File: src/rtl/in_arb_pkg.sv
// Shared types and constants for the CPU IN-port arbiter: FSM states,
// source codes and the delivered word width.
package in_arb_pkg;

  localparam int DATA_W = 32;

  typedef enum logic [1:0] {
    IDLE = 2'd0,
    WAIT = 2'd1,
    ACK  = 2'd2,
    DONE = 2'd3
  } state_t;

  localparam logic [1:0] SRC_SW      = 2'd0;
  localparam logic [1:0] SRC_UART    = 2'd1;
  localparam logic [1:0] SRC_LINK    = 2'd2;
  localparam logic [1:0] SRC_TIMEOUT = 2'd3;

  // Successor in the round-robin ring 0 -> 1 -> 2 -> 0.
  function automatic logic [1:0] rr_next(input logic [1:0] src);
    return (src == SRC_LINK) ? SRC_SW : src + 2'd1;
  endfunction

  function automatic logic [DATA_W-1:0] sw_extend(input logic [15:0] d, input logic is_unsigned);
    return is_unsigned ? {16'h0000, d} : {{16{d[15]}}, d};
  endfunction

endpackage

File: src/rtl/rr_pick3.sv
// Three-way round-robin pick: first valid source at or after the pointer,
// searching in ring order. Purely combinational.
module rr_pick3
  import in_arb_pkg::*;
(
  input  logic [2:0] valid,
  input  logic [1:0] ptr,
  output logic       any,
  output logic [1:0] winner
);

  logic [1:0] cand1;
  logic [1:0] cand2;

  // NOTE: every output of a combinational block gets a default before any
  // branch, otherwise the uncovered paths infer latches.
  always_comb begin
    cand1  = rr_next(ptr);
    cand2  = rr_next(cand1);
    winner = ptr;
    if (valid[ptr])        winner = ptr;
    else if (valid[cand1]) winner = cand1;
    else if (valid[cand2]) winner = cand2;
  end

  assign any = |valid;

endmodule

File: src/rtl/in_port_arbiter.sv
// CPU IN-port arbiter: holds one word per source and hands them to the CPU in
// round-robin order. Define IN_ARB_TIMEOUT_EN to enable the WAIT timeout.
module in_port_arbiter
  import in_arb_pkg::*;
#(
  parameter int unsigned TIMEOUT_CYCLES = 1000000
) (
  input  logic              clock,
  input  logic              reset,
  input  logic              in_req,
  output logic              in_ack,
  output logic [DATA_W-1:0] in_data,
  output logic [1:0]        in_src,
  output logic              in_on,
  input  logic              sw_pulse,
  input  logic [15:0]       sw_data,
  input  logic              sw_unsigned,
  input  logic              uart_valid,
  input  logic [7:0]        uart_data,
  input  logic              link_send,
  input  logic [DATA_W-1:0] link_data,
  output logic              link_recv,
  output logic [2:0]        overrun
);

  state_t            state;
  state_t            state_next;
  logic [2:0]        valid;
  logic [2:0]        load;
  logic [2:0]        take_src;
  logic [DATA_W-1:0] hold [3];
  logic [1:0]        ptr;
  logic [1:0]        winner;
  logic              any_valid;
  logic              take;
  logic              timeout;

  rr_pick3 u_pick (
    .valid  (valid),
    .ptr    (ptr),
    .any    (any_valid),
    .winner (winner)
  );

  assign take     = (state == WAIT) && any_valid;
  assign take_src = take ? (3'b001 << winner) : 3'b000;

  // A register being consumed this cycle counts as empty, so back-to-back
  // consume and capture keeps the new word without an overrun.
  assign load[SRC_SW]   = sw_pulse   && (!valid[SRC_SW]   || take_src[SRC_SW]);
  assign load[SRC_UART] = uart_valid && (!valid[SRC_UART] || take_src[SRC_UART]);
  assign load[SRC_LINK] = link_send && !link_recv &&
                          (!valid[SRC_LINK] || take_src[SRC_LINK]);

`ifdef IN_ARB_TIMEOUT_EN
  logic [23:0] wait_cnt;

  assign timeout = (state == WAIT) && !any_valid &&
                   (wait_cnt == 24'(TIMEOUT_CYCLES - 1));

  always_ff @(posedge clock or posedge reset) begin
    if (reset)                                     wait_cnt <= '0;
    else if (state == WAIT && state_next == WAIT)  wait_cnt <= wait_cnt + 24'd1;
    else                                           wait_cnt <= '0;
  end
`else
  logic [31:0] unused_timeout_cycles;

  assign timeout               = 1'b0;
  assign unused_timeout_cycles = TIMEOUT_CYCLES;
`endif

  // NOTE: clocked state is written with <= so every flop samples the
  // pre-edge values regardless of statement order.
  always_ff @(posedge clock or posedge reset) begin
    if (reset) state <= IDLE;
    else       state <= state_next;
  end

  always_comb begin
    state_next = state;
    unique case (state)
      IDLE:    if (in_req) state_next = WAIT;
      WAIT:    if (any_valid || timeout) state_next = ACK;
      ACK:     state_next = DONE;
      DONE:    if (!in_req) state_next = IDLE;
      default: state_next = IDLE;
    endcase
  end

  always_comb begin
    in_ack = (state == ACK);
    in_on  = (state == WAIT);
  end

  always_ff @(posedge clock or posedge reset) begin
    if (reset) begin
      in_data <= '0;
      in_src  <= SRC_SW;
      ptr     <= SRC_SW;
    end else if (take) begin
      in_data <= hold[winner];
      in_src  <= winner;
      ptr     <= rr_next(winner);
    end else if (timeout) begin
      in_data <= '0;
      in_src  <= SRC_TIMEOUT;
    end
  end

  // The link is flow-controlled by its handshake and can never drop a word.
  always_ff @(posedge clock or posedge reset) begin
    if (reset) begin
      valid     <= '0;
      overrun   <= '0;
      link_recv <= 1'b0;
    end else begin
      valid   <= load | (valid & ~take_src);
      overrun <= overrun | {1'b0, uart_valid && !load[SRC_UART], sw_pulse && !load[SRC_SW]};
      if (load[SRC_LINK])  link_recv <= 1'b1;
      else if (!link_send) link_recv <= 1'b0;
    end
  end

  // NOTE: the data words carry no reset; the valid bits guard them, and
  // leaving them out keeps the storage free of reset fan-out.
  always_ff @(posedge clock) begin
    if (load[SRC_SW])   hold[SRC_SW]   <= sw_extend(sw_data, sw_unsigned);
    if (load[SRC_UART]) hold[SRC_UART] <= {24'h000000, uart_data};
    if (load[SRC_LINK]) hold[SRC_LINK] <= link_data;
  end

endmodule

File: config.mk
export PLATFORM = sky130hd
export DESIGN_NAME = in_port_arbiter
export DESIGN_NICKNAME = d
export VERILOG_FILES = /design/src/rtl/in_arb_pkg.sv /design/src/rtl/rr_pick3.sv /design/src/rtl/in_port_arbiter.sv
export SDC_FILE = /design/constraint.sdc
export NUM_CORES = 1
export LEC_CHECK = 0
export ABC_AREA = 1
export BUFFER_PORTS_ARGS = -buffer_cell sky130_fd_sc_hd__buf_2
export CAP_MARGIN = 10
export CORE_MARGIN = 1
export CORE_UTILIZATION = 52
export CTS_CLUSTER_SIZE = 28
export DETAILED_ROUTE_END_ITERATION = 10
export PLACE_DENSITY = 0.88
export RECOVER_POWER = 100
export REMOVE_ABC_BUFFERS = 1
export SLEW_MARGIN = 10
export SYNTH_ARGS = -nofsm -noshare
export SYNTH_HDL_FRONTEND = slang
export SYNTH_HIERARCHICAL = 1
export SYNTH_SLANG_ARGS = --single-unit
File: constraint.sdc
create_clock -name clock -period 3.5 [get_ports clock]
set_input_delay 0.7 -clock clock [delete_from_list [all_inputs] [get_ports clock]]
set_output_delay 0.7 -clock clock [all_outputs]
set_load 0.1 [all_outputs]
==> results of run 1 <==
==> cells by family (layout without fill, tap and decap cells) <==
kind of cell    Yosys count  in the layout  share of synthesized area (%)
compound gates            9              9                          1.124
simple gates            204            204                          23.07
fa+ha+maj                 4              4                          1.249
flops                   101            101                          70.18
buf+inv                  36            143                          4.277
other cells               1              1                        0.09357
==> layout make-up <==
cell class                      count  area (sq um)
Sequential cell                   101          2813
Fill cell                         607          2673
Multi-Input combinational cell    218          1001
Timing Repair Buffer              103         475.5
Clock buffer                       10         137.6
Tap cell                           99         123.9
Inverter                           24         90.09
Clock inverter                      6         56.30
==> worst register-to-register path, cell delays in order (launching register included) <==
cell and delay, ns:
dfrtp_1 0.47, nor2_1 0.26, nand2_2 0.08, nand2_1 0.08, a21oi_1 0.04, o21ai_0 0.14
nand2_1 0.26, inv_1 0.39, nand4_1 0.26, a21oi_1 0.66
==> registers in the layout, indices dropped and copies added (netlist names) <==
name	flops
in_src	2
hold	57
state	2
in_data	32
link_recv	1
overrun	2
ptr	2
valid	3
==> routing by layer <==
layer	vias to the layer above	wire (um)	GRT usage (%)	share of wire, %
li1	1364	-	-	-
met3	18	398	3.553	5.1
met2	100	3937	34.94	50
met1	1315	3296	27.40	42
met5	-	0	0	0
met4	0	173	8.060	2.2
==> synthesized netlist by cell type <==
library cell / instances
nand4_1: 3
ha_1: 4
nor2_1: 18
nor3_2: 1
nand2_1: 130
buf_2: 5
conb_1: 1
inv_2: 3
edfxtp_1: 57
dfrtp_1: 44
a21oi_1: 3
nand2_2: 2
nand2_4: 2
buf_6: 2
inv_1: 21
buf_4: 4
nor2_2: 2
nor2_4: 2
nand3_2: 10
clkbuf_1: 1
o21ai_0: 6
nor3_1: 1
nand3_1: 33
==> per-stage QoR <==
stage / hold WS [ns] / std cells / setup slack [ns] / instance area [sq um]
finish: 0.4728 / 561 / 0.4943 / 4697
global route: 0.4862 / 561 / 0.1672 / 4697
CTS: 0.4748 / 561 / 0.5451 / 4781
detailed placement: 0.4449 / 545 / 0.5650 / 4587
global placement: 0.4350 / 545 / 0.8369 / 4587
floorplan: 0.4287 / 343 / 0.1196 / 3926
==> final timing paths <==
path / to / slack, ns / depth (start not counted)
worst max register to register: hold[1][6] / 0.49 / 9
min in group asynchronous: in_data[23] / 0.84 / 2
worst min-delay path: in_data[11] / 0.47 / 2
max in group asynchronous: ptr[1] / 1.70 / 2
worst max-delay path: hold[1][6] / 0.49 / 9
worst min register to register: in_data[11] / 0.47 / 2
==> flow_summary_export.csv, run 1 <==
group,metric,value,unit
status,status,"finished, violations left",
status,violations,"max-capacitance violations, max-slew violations",
worst_setup_path,arrival,2.99,ns
yosys,ys.warnings.count,6,
detailed_routing,firstDrtPassIters,5,
grt,grt_pass1_vias,2706,
clocking,clkLatencyLatePin,0.36,ns
floorplanning,die_y,89.79,um
sta,clock.fmax,0.3327,GHz
detailed_routing,remaining_drc_errors,0,
final_layout,layout_commonest_cell,"nand2_1",
clocking,htreeDepth,3,
worst_setup_path,path_class,"reg2reg",
worst_setup_path,timing.rr.start,"ptr[1]",
sta,rsz0062_at_grt,"false",
floorplanning,io_pins,103,
clocking,post_cts_buffers,0,
yosys,ys_types,23,
clocking,path_clk_slew,0.10,ns
worst_setup_path,endpoint_kind,"flop",
clocking,cts_hold_buf,0,
sta,drv_slew,45,
sta,finalHoldViolCount,0,
final_layout,layout_common_cells,"nand2_1 (131), edfxtp_1 (57), buf_2 (57)",
sta,finalSetupViolations,0,
floorplanning,row_count,31,
worst_setup_path,crit_chain,"nor2_1 > nand2_2 > nand2_1 > a21oi_1 > o21ai_0 > nand2_1 > inv_1 > nand4_1 > a21oi_1",
detailed_routing,ant_nets,0,
floorplanning,die_area,8062,sq um
clocking,clk_path_buf_depth,2,
yosys,synth_top_area_share,42.71,%
worst_setup_path,critPathTopFamily,"simple AND/OR/NAND/NOR gates",
placed_design,port_buffers,101,
yosys,syn_avg_cell_area,11.29,sq um
worst_setup_path,crit_buf_inv,1,
worst_setup_path,path_max_fanout,12,
worst_setup_path,crit_slowest_cell,"a21oi_1",
grt,grt_pass1_wl,13.09,mm
min_path,min_path_type,"reg2reg",
final_layout,antenna_cells,0,
placed_design,globalplace.congestion,0.8123,
yosys,syn_inst,355,
yosys,synthesis.area,4008,sq um
floorplanning,core,7370,sq um
flow_run,cap_viol_max_count,1,
grt,grt_max_degree,45,
grt,grt_usage,20.87,%
detailed_routing,vias_per_cell,4.986,
detailed_routing,drt_iter0_markers,180,
yosys,synth_top_cell_by_area,"edfxtp_1",
placed_design,dp_hpwl,5.562,mm
final_layout,synthToLayoutAreaGrowth,17.20,%
sta,tightest_slew,1.637,ns
yosys,synthTopCellsByArea,"edfxtp_1 (43%), dfrtp_1 (27%), nand2_1 (12%)",
grt,antenna_found_initial,0,
clocking,ctsResizeCount,0,
worst_setup_path,crit_path_start,"ptr[1]",
worst_setup_path,critPathRequiredTime,3.48,ns
sta,finClkSkew,0.01421,ns
floorplanning,initial_utilization,54.38,%
grt,grt_overflow,0,
final_layout,layout.nets,524,
yosys,postSynthRegisterBits,101,
detailed_routing,num_vias,2797,
detailed_routing,wire_per_inst,13.91,um
worst_setup_path,slowest_delay,0.66,ns
min_path,hp-start,"hold[0][11]",
sta,slew_headroom,-9.244,%
clocking,cts-root-buf,"clkbuf_8",
floorplanning,dieWidth,89.79,um
clocking,cts_tree,"built",
clocking,numCtsBuffers,9,
worst_setup_path,startpoint_type,"flop",
sta,fin_crit_sh,85.88,%
clocking,clock_sinks,101,
yosys,ys_seq_area_share,70.18,%
sta,min_period,3.006,ns
final_layout,final_util,63.74,%
sta,finalSetupTns,0,ns
final_layout,drive_above_1_share,19.91,%
detailed_routing,finalWirelength,7.805,mm
Power of run 1 is not shown: default switching activity piles up to over one toggle a cycle in this logic, so the estimate is an artifact.
==> inputs of run 2 (changes only) <==
CORE_ASPECT_RATIO = 0.9   (was unset)
CORE_UTILIZATION = 36   (was 52)
PLACE_DENSITY = 0.67   (was 0.88)
==> run 2 against run 1 <==
Net effect: the run still ends with max-capacitance violations, max-slew violations left; count of clock-buffer cells in the layout unchanged; first-iteration DRC count decreased by 37%; routed wire length increased by 8.1%; hold slack got worse by 0.017 ns; register-to-register slack improved by 0.12 ns; final area increased by 3.6%; global-route usage decreased by 5.5 points; clock skew decreased by 0.0050 ns; sequential share of layout area decreased by 2.1 points; via count decreased by 0.86%; die area increased by 43%; cell count increased by 6.4%.
==> flow_summary_export.csv, run 2 (synthesis results as in run 1) <==
group,metric,value,unit
detailed_routing,ant_nets,0,
detailed_routing,dr_wl_met2,3.972,mm
detailed_routing,wire_per_inst,14.13,um
floorplanning,core,10810,sq um
sta,finalHoldViolCount,0,
grt,antenna_found_initial,0,
sta,finClkSkew,0.009219,ns
worst_setup_path,startpoint_type,"flop",
worst_setup_path,crit_path_frequent_cell,"nand2_1",
sta,finalSetupTns,0,ns
final_layout,drive_above_1_share,21.12,%
floorplanning,initial_utilization,37.07,%
clocking,path_clk_slew,0.07,ns
floorplanning,dieWidth,113.2,um
min_path,min_path_type,"reg2reg",
clocking,cts_hold_buf,0,
sta,rsz0062_at_grt,"false",
sta,slew_headroom,-17.04,%
detailed_routing,drt_iter0_markers,114,
status,violations,"max-capacitance violations, max-slew violations",
sta,clock.fmax,0.3469,GHz
worst_setup_path,arrival,2.86,ns
worst_setup_path,crit_chain,"nor2_1 > nand2_1 > nand3_1 > nand2_1 > nand3_1 > nand2_1 > nand2_1 > nand2_1 > nor2_1 > nand2_1 > a21oi_2 > clkbuf_2",
placed_design,globalplace.congestion,0.7898,
detailed_routing,num_vias,2773,
final_layout,layout_common_cells,"nand2_1 (130), buf_2 (59), edfxtp_1 (57)",
clocking,cts_tree,"built",
sta,fin_crit_sh,82.37,%
clocking,numCtsBuffers,9,
flow_run,cap_viol_max_count,1,
worst_setup_path,path_class,"reg2reg",
detailed_routing,route.met3.wl,434,um
clocking,clkLatencyLatePin,0.33,ns
final_layout,largest_registers,"hold (57), in_data (32), valid (3)",
floorplanning,row_count,36,
clocking,clk_path_buf_depth,2,
grt,grt_pass1_wl,13.51,mm
sta,tightest_slew,1.754,ns
detailed_routing,drt-met1-wl,3.866,mm
floorplanning,die_area,11560,sq um
final_layout,layout.nets,526,
detailed_routing,firstDrtPassIters,6,
final_layout,synthToLayoutAreaGrowth,21.45,%
floorplanning,io_pins,103,
worst_setup_path,critPathRequiredTime,3.48,ns
clocking,htreeDepth,3,
clocking,post_cts_buffers,0,
detailed_routing,vias_per_cell,4.645,
detailed_routing,routed.top_layer,"met4",
detailed_routing,remaining_drc_errors,0,
worst_setup_path,endpoint_kind,"flop",
final_layout,regMostFlops,"hold",
sta,finalSetupViolations,0,
grt,grt_usage,15.39,%
grt,grt_pass1_vias,2752,
final_layout,layout_commonest_cell,"nand2_1",
sta,min_period,2.883,ns
floorplanning,die_y,102.1,um
final_layout,antenna_cells,0,
detailed_routing,finalWirelength,8.437,mm
grt,grt_overflow,0,
clocking,clock_sinks,101,
worst_setup_path,crit_slowest_cell,"dfrtp_1",
clocking,ctsResizeCount,0,
worst_setup_path,slowest_delay,0.45,ns
clocking,cts-root-buf,"clkbuf_16",
worst_setup_path,path_max_fanout,17,
grt,grt_max_degree,45,
final_layout,largest_reg_flops,57,
placed_design,port_buffers,101,
status,status,"finished, violations left",
sta,drv_slew,45,
placed_design,dp_hpwl,5.961,mm
==> run 2: cell count changes in the layout (fill, tap and decap cells not counted), moves of 2 or more <==
cell	previous run	this run
clkbuf_16	0	9
clkbuf_8	10	1
buf_2	57	59
clkinv_4	2	0
nand3_1	35	33
nand3_2	8	10
==> run 2: final timing paths <==
kind                              from     endpoint  slack [ns]  depth (start not counted)
hold / removal             hold[0][15]  in_data[15]        0.46                          2
min in group asynchronous        reset   in_data[4]        0.92                          2
setup reg to reg                ptr[1]   hold[0][7]        0.62                         12
setup / recovery                ptr[1]   hold[0][7]        0.62                         12
max in group asynchronous        reset  in_data[10]        1.56                          2
hold reg to reg            hold[0][15]  in_data[15]        0.46                          2
==> run 2: through the flow <==
stage	instance area, sq um	hold slack (ns)	utilization [%]	instances	setup slack [ns]
after floorplan	3926	0.4287	-	343	0.1196
after CTS	4938	0.4583	45.68	597	0.9373
after global routing	4867	0.4796	45.02	597	0.3851
after global placement	4632	0.4385	42.85	581	1.095
after detailed placement	4632	0.4488	42.85	581	0.9620
final	4867	0.4559	45.02	597	0.6169
==> run 2: routing by layer <==
layer | vias up | GRT usage [%]
li1 | 1369 | -
met1 | 1284 | 20.33
met2 | 107 | 25.15
met3 | 13 | 3.499
met4 | 0 | 5.567
met5 | - | 0
==> run 2: worst max-delay path, delay by kind of cell, from the launching register on <==
kind            cells  cell delay, ns
simple gates       10            1.52
flops               1            0.45
buf+inv             1            0.40
compound gates      1            0.14
==> run 2: area by class of cell <==
type                       instances  area (sq um)
tap                              133         166.4
clock inverter                     6         67.56
clock buffer                      10         239.0
timing repair buffer             105         474.2
sequential                       101          2813
inverter                          24         90.09
multi-input combinational        218          1017
fill                            1016          5943
Power of run 2 is left out for the same reason.
==> inputs of run 3 (changes only) <==
PLACE_DENSITY = 0.69   (was 0.67)
clock period = 2.5 ns   (was 3.5 ns; I/O delays follow)
==> run 3 against run 2 <==
Net effect: the run now ends clean; first-iteration DRC count grew 18%; final area grew 1.3%; clock skew grew 0.00075 ns; sequential cell count is the same; die area is the same; global-route usage grew 0.34 points; core utilization grew 0.58 points; cell count grew 1.3%; routed wire length shrank 0.69%; largest cell class unchanged.
==> flow_summary_export.csv, run 3 (synthesis results as in run 1) <==
group,metric,value,unit
status,status,"finished, final reports clean",
detailed_routing,finalWirelength,8.379,mm
floorplanning,die_y,102.1,um
clocking,ctsResizeCount,0,
detailed_routing,drt_iter0_markers,134,
clocking,clock_sinks,101,
clocking,htreeDepth,3,
worst_setup_path,arrival,2.34,ns
worst_setup_path,crit_chain,"inv_1 > nor3_2 > nor2_1 > nand3_1 > nand2_1 > nand2_1 > nand2_1 > buf_4 > nor2_2 > nand2_1 > a21oi_2 > buf_4",
sta,drv_slew,0,
worst_setup_path,path_class,"reg2reg",
clocking,clkLatencyLatePin,0.34,ns
final_layout,layout_commonest_cell,"nand2_1",
clocking,cts_tree,"built",
final_layout,antenna_cells,0,
final_layout,largest_registers,"hold (57), in_data (32), valid (3)",
worst_setup_path,ff2ff_setup_slack,0.21,ns
placed_design,globalplace.congestion,0.7568,
worst_setup_path,critPathTopFamily,"simple AND/OR/NAND/NOR gates",
grt,grt_overflow,0,
clocking,post_cts_buffers,0,
sta,finClkSkew,0.009971,ns
worst_setup_path,slowest_delay,0.52,ns
floorplanning,core,10810,sq um
clocking,path_clk_slew,0.07,ns
final_layout,synthToLayoutAreaGrowth,23.01,%
worst_setup_path,crit_buf_inv,3,
detailed_routing,wire_per_inst,13.85,um
detailed_routing,remaining_drc_errors,0,
grt,grt_pass1_wl,13.80,mm
detailed_routing,firstDrtPassIters,4,
floorplanning,die_area,11560,sq um
placed_design,port_buffers,101,
sta,fin_crit_sh,91.75,%
clocking,numCtsBuffers,9,
grt,grt_usage,15.74,%
floorplanning,row_count,36,
sta,tightest_slew,1.261,ns
detailed_routing,ant_nets,0,
sta,slew_headroom,16.31,%
grt,grt_pass1_vias,2804,
worst_setup_path,path_max_fanout,12,
sta,finalSetupViolations,0,
detailed_routing,vias_per_cell,4.598,
final_layout,drive_above_1_share,22.03,%
sta,finalHoldViolCount,0,
clocking,cts-root-buf,"clkbuf_16",
floorplanning,io_pins,103,
final_layout,layout.nets,534,
floorplanning,dieWidth,113.2,um
detailed_routing,num_vias,2782,
worst_setup_path,endpoint_kind,"flop",
sta,min_period,2.294,ns
final_layout,layout_common_cells,"nand2_1 (131), edfxtp_1 (57), buf_2 (56)",
flow_run,cap_viol_max_count,0,
final_layout,regMostFlops,"hold",
final_layout,final_util,45.60,%
grt,antenna_found_initial,0,
worst_setup_path,crit_slowest_cell,"dfrtp_1",
placed_design,dp_hpwl,6.217,mm
worst_setup_path,critPathRequiredTime,2.54,ns
clocking,cts_hold_buf,0,
final_layout,largest_reg_flops,57,
sta,rsz0062_at_grt,"false",
clocking,clk_path_buf_depth,2,
grt,grt_max_degree,31,
sta,finalSetupTns,0,ns
floorplanning,initial_utilization,37.07,%
sta,clock.fmax,0.4360,GHz
min_path,min_path_type,"in2reg",
worst_setup_path,startpoint_type,"flop",
worst_setup_path,crit_path_frequent_cell,"nand2_1",
==> run 3: changes by cell type in the layout (fill, tap and decap cells not counted), sizes merged <==
cell	previous run	this run
clkbuf	55	59
buf	60	64
==> run 3: worst register-to-register path: cells and delay by family, from the launching register on <==
kind	cells	cell delay, ns
buf+inv	3	0.53
simple gates	8	0.77
flops	1	0.52
compound gates	1	0.17
==> run 3: area by class of cell <==
class                      count  area [sq um]
timing repair buffer         113         531.8
sequential                   101          2813
clock buffer                  10         229.0
tap                          133         166.4
inverter                      24         90.09
fill                        1028          5881
multi-input combinational    218          1030
clock inverter                 6         70.07
==> run 3: stage by stage <==
step	hold WS [ns]	worst slack, ns	cells	area (sq um)
CTS	0.2664	0.1729	605	4991
global route	0.3159	0.01612	605	4930
global placement	0.4325	0.3858	589	4692
finish	0.3258	0.2063	605	4930
floorplan	0.4287	-0.8804	343	3926
detailed placement	0.4482	0.1927	589	4692
==> run 3: path summary, 6_finish.rpt <==
| path | to | cells past startpoint | from |
|---|---|---|---|
| setup / recovery | hold[0][1] | 12 | ptr[0] |
| hold / removal | hold[2][14] | 1 | link_data[14] |
| setup reg to reg | hold[0][1] | 12 | ptr[0] |
| hold reg to reg | in_data[14] | 2 | hold[0][14] |
| max in group asynchronous | valid[1] | 3 | reset |
| min in group asynchronous | in_data[9] | 2 | reset |
==> run 3: routing by layer <==
layer	global-route usage, %	share of wire [%]	vias up
met1	20.90	47	1292
met5	0	0	-
met4	4.251	1.3	0
met3	3.855	4.4	11
met2	26.05	47	90
li1	-	-	1389
Power of run 3 is left out for the same reason.
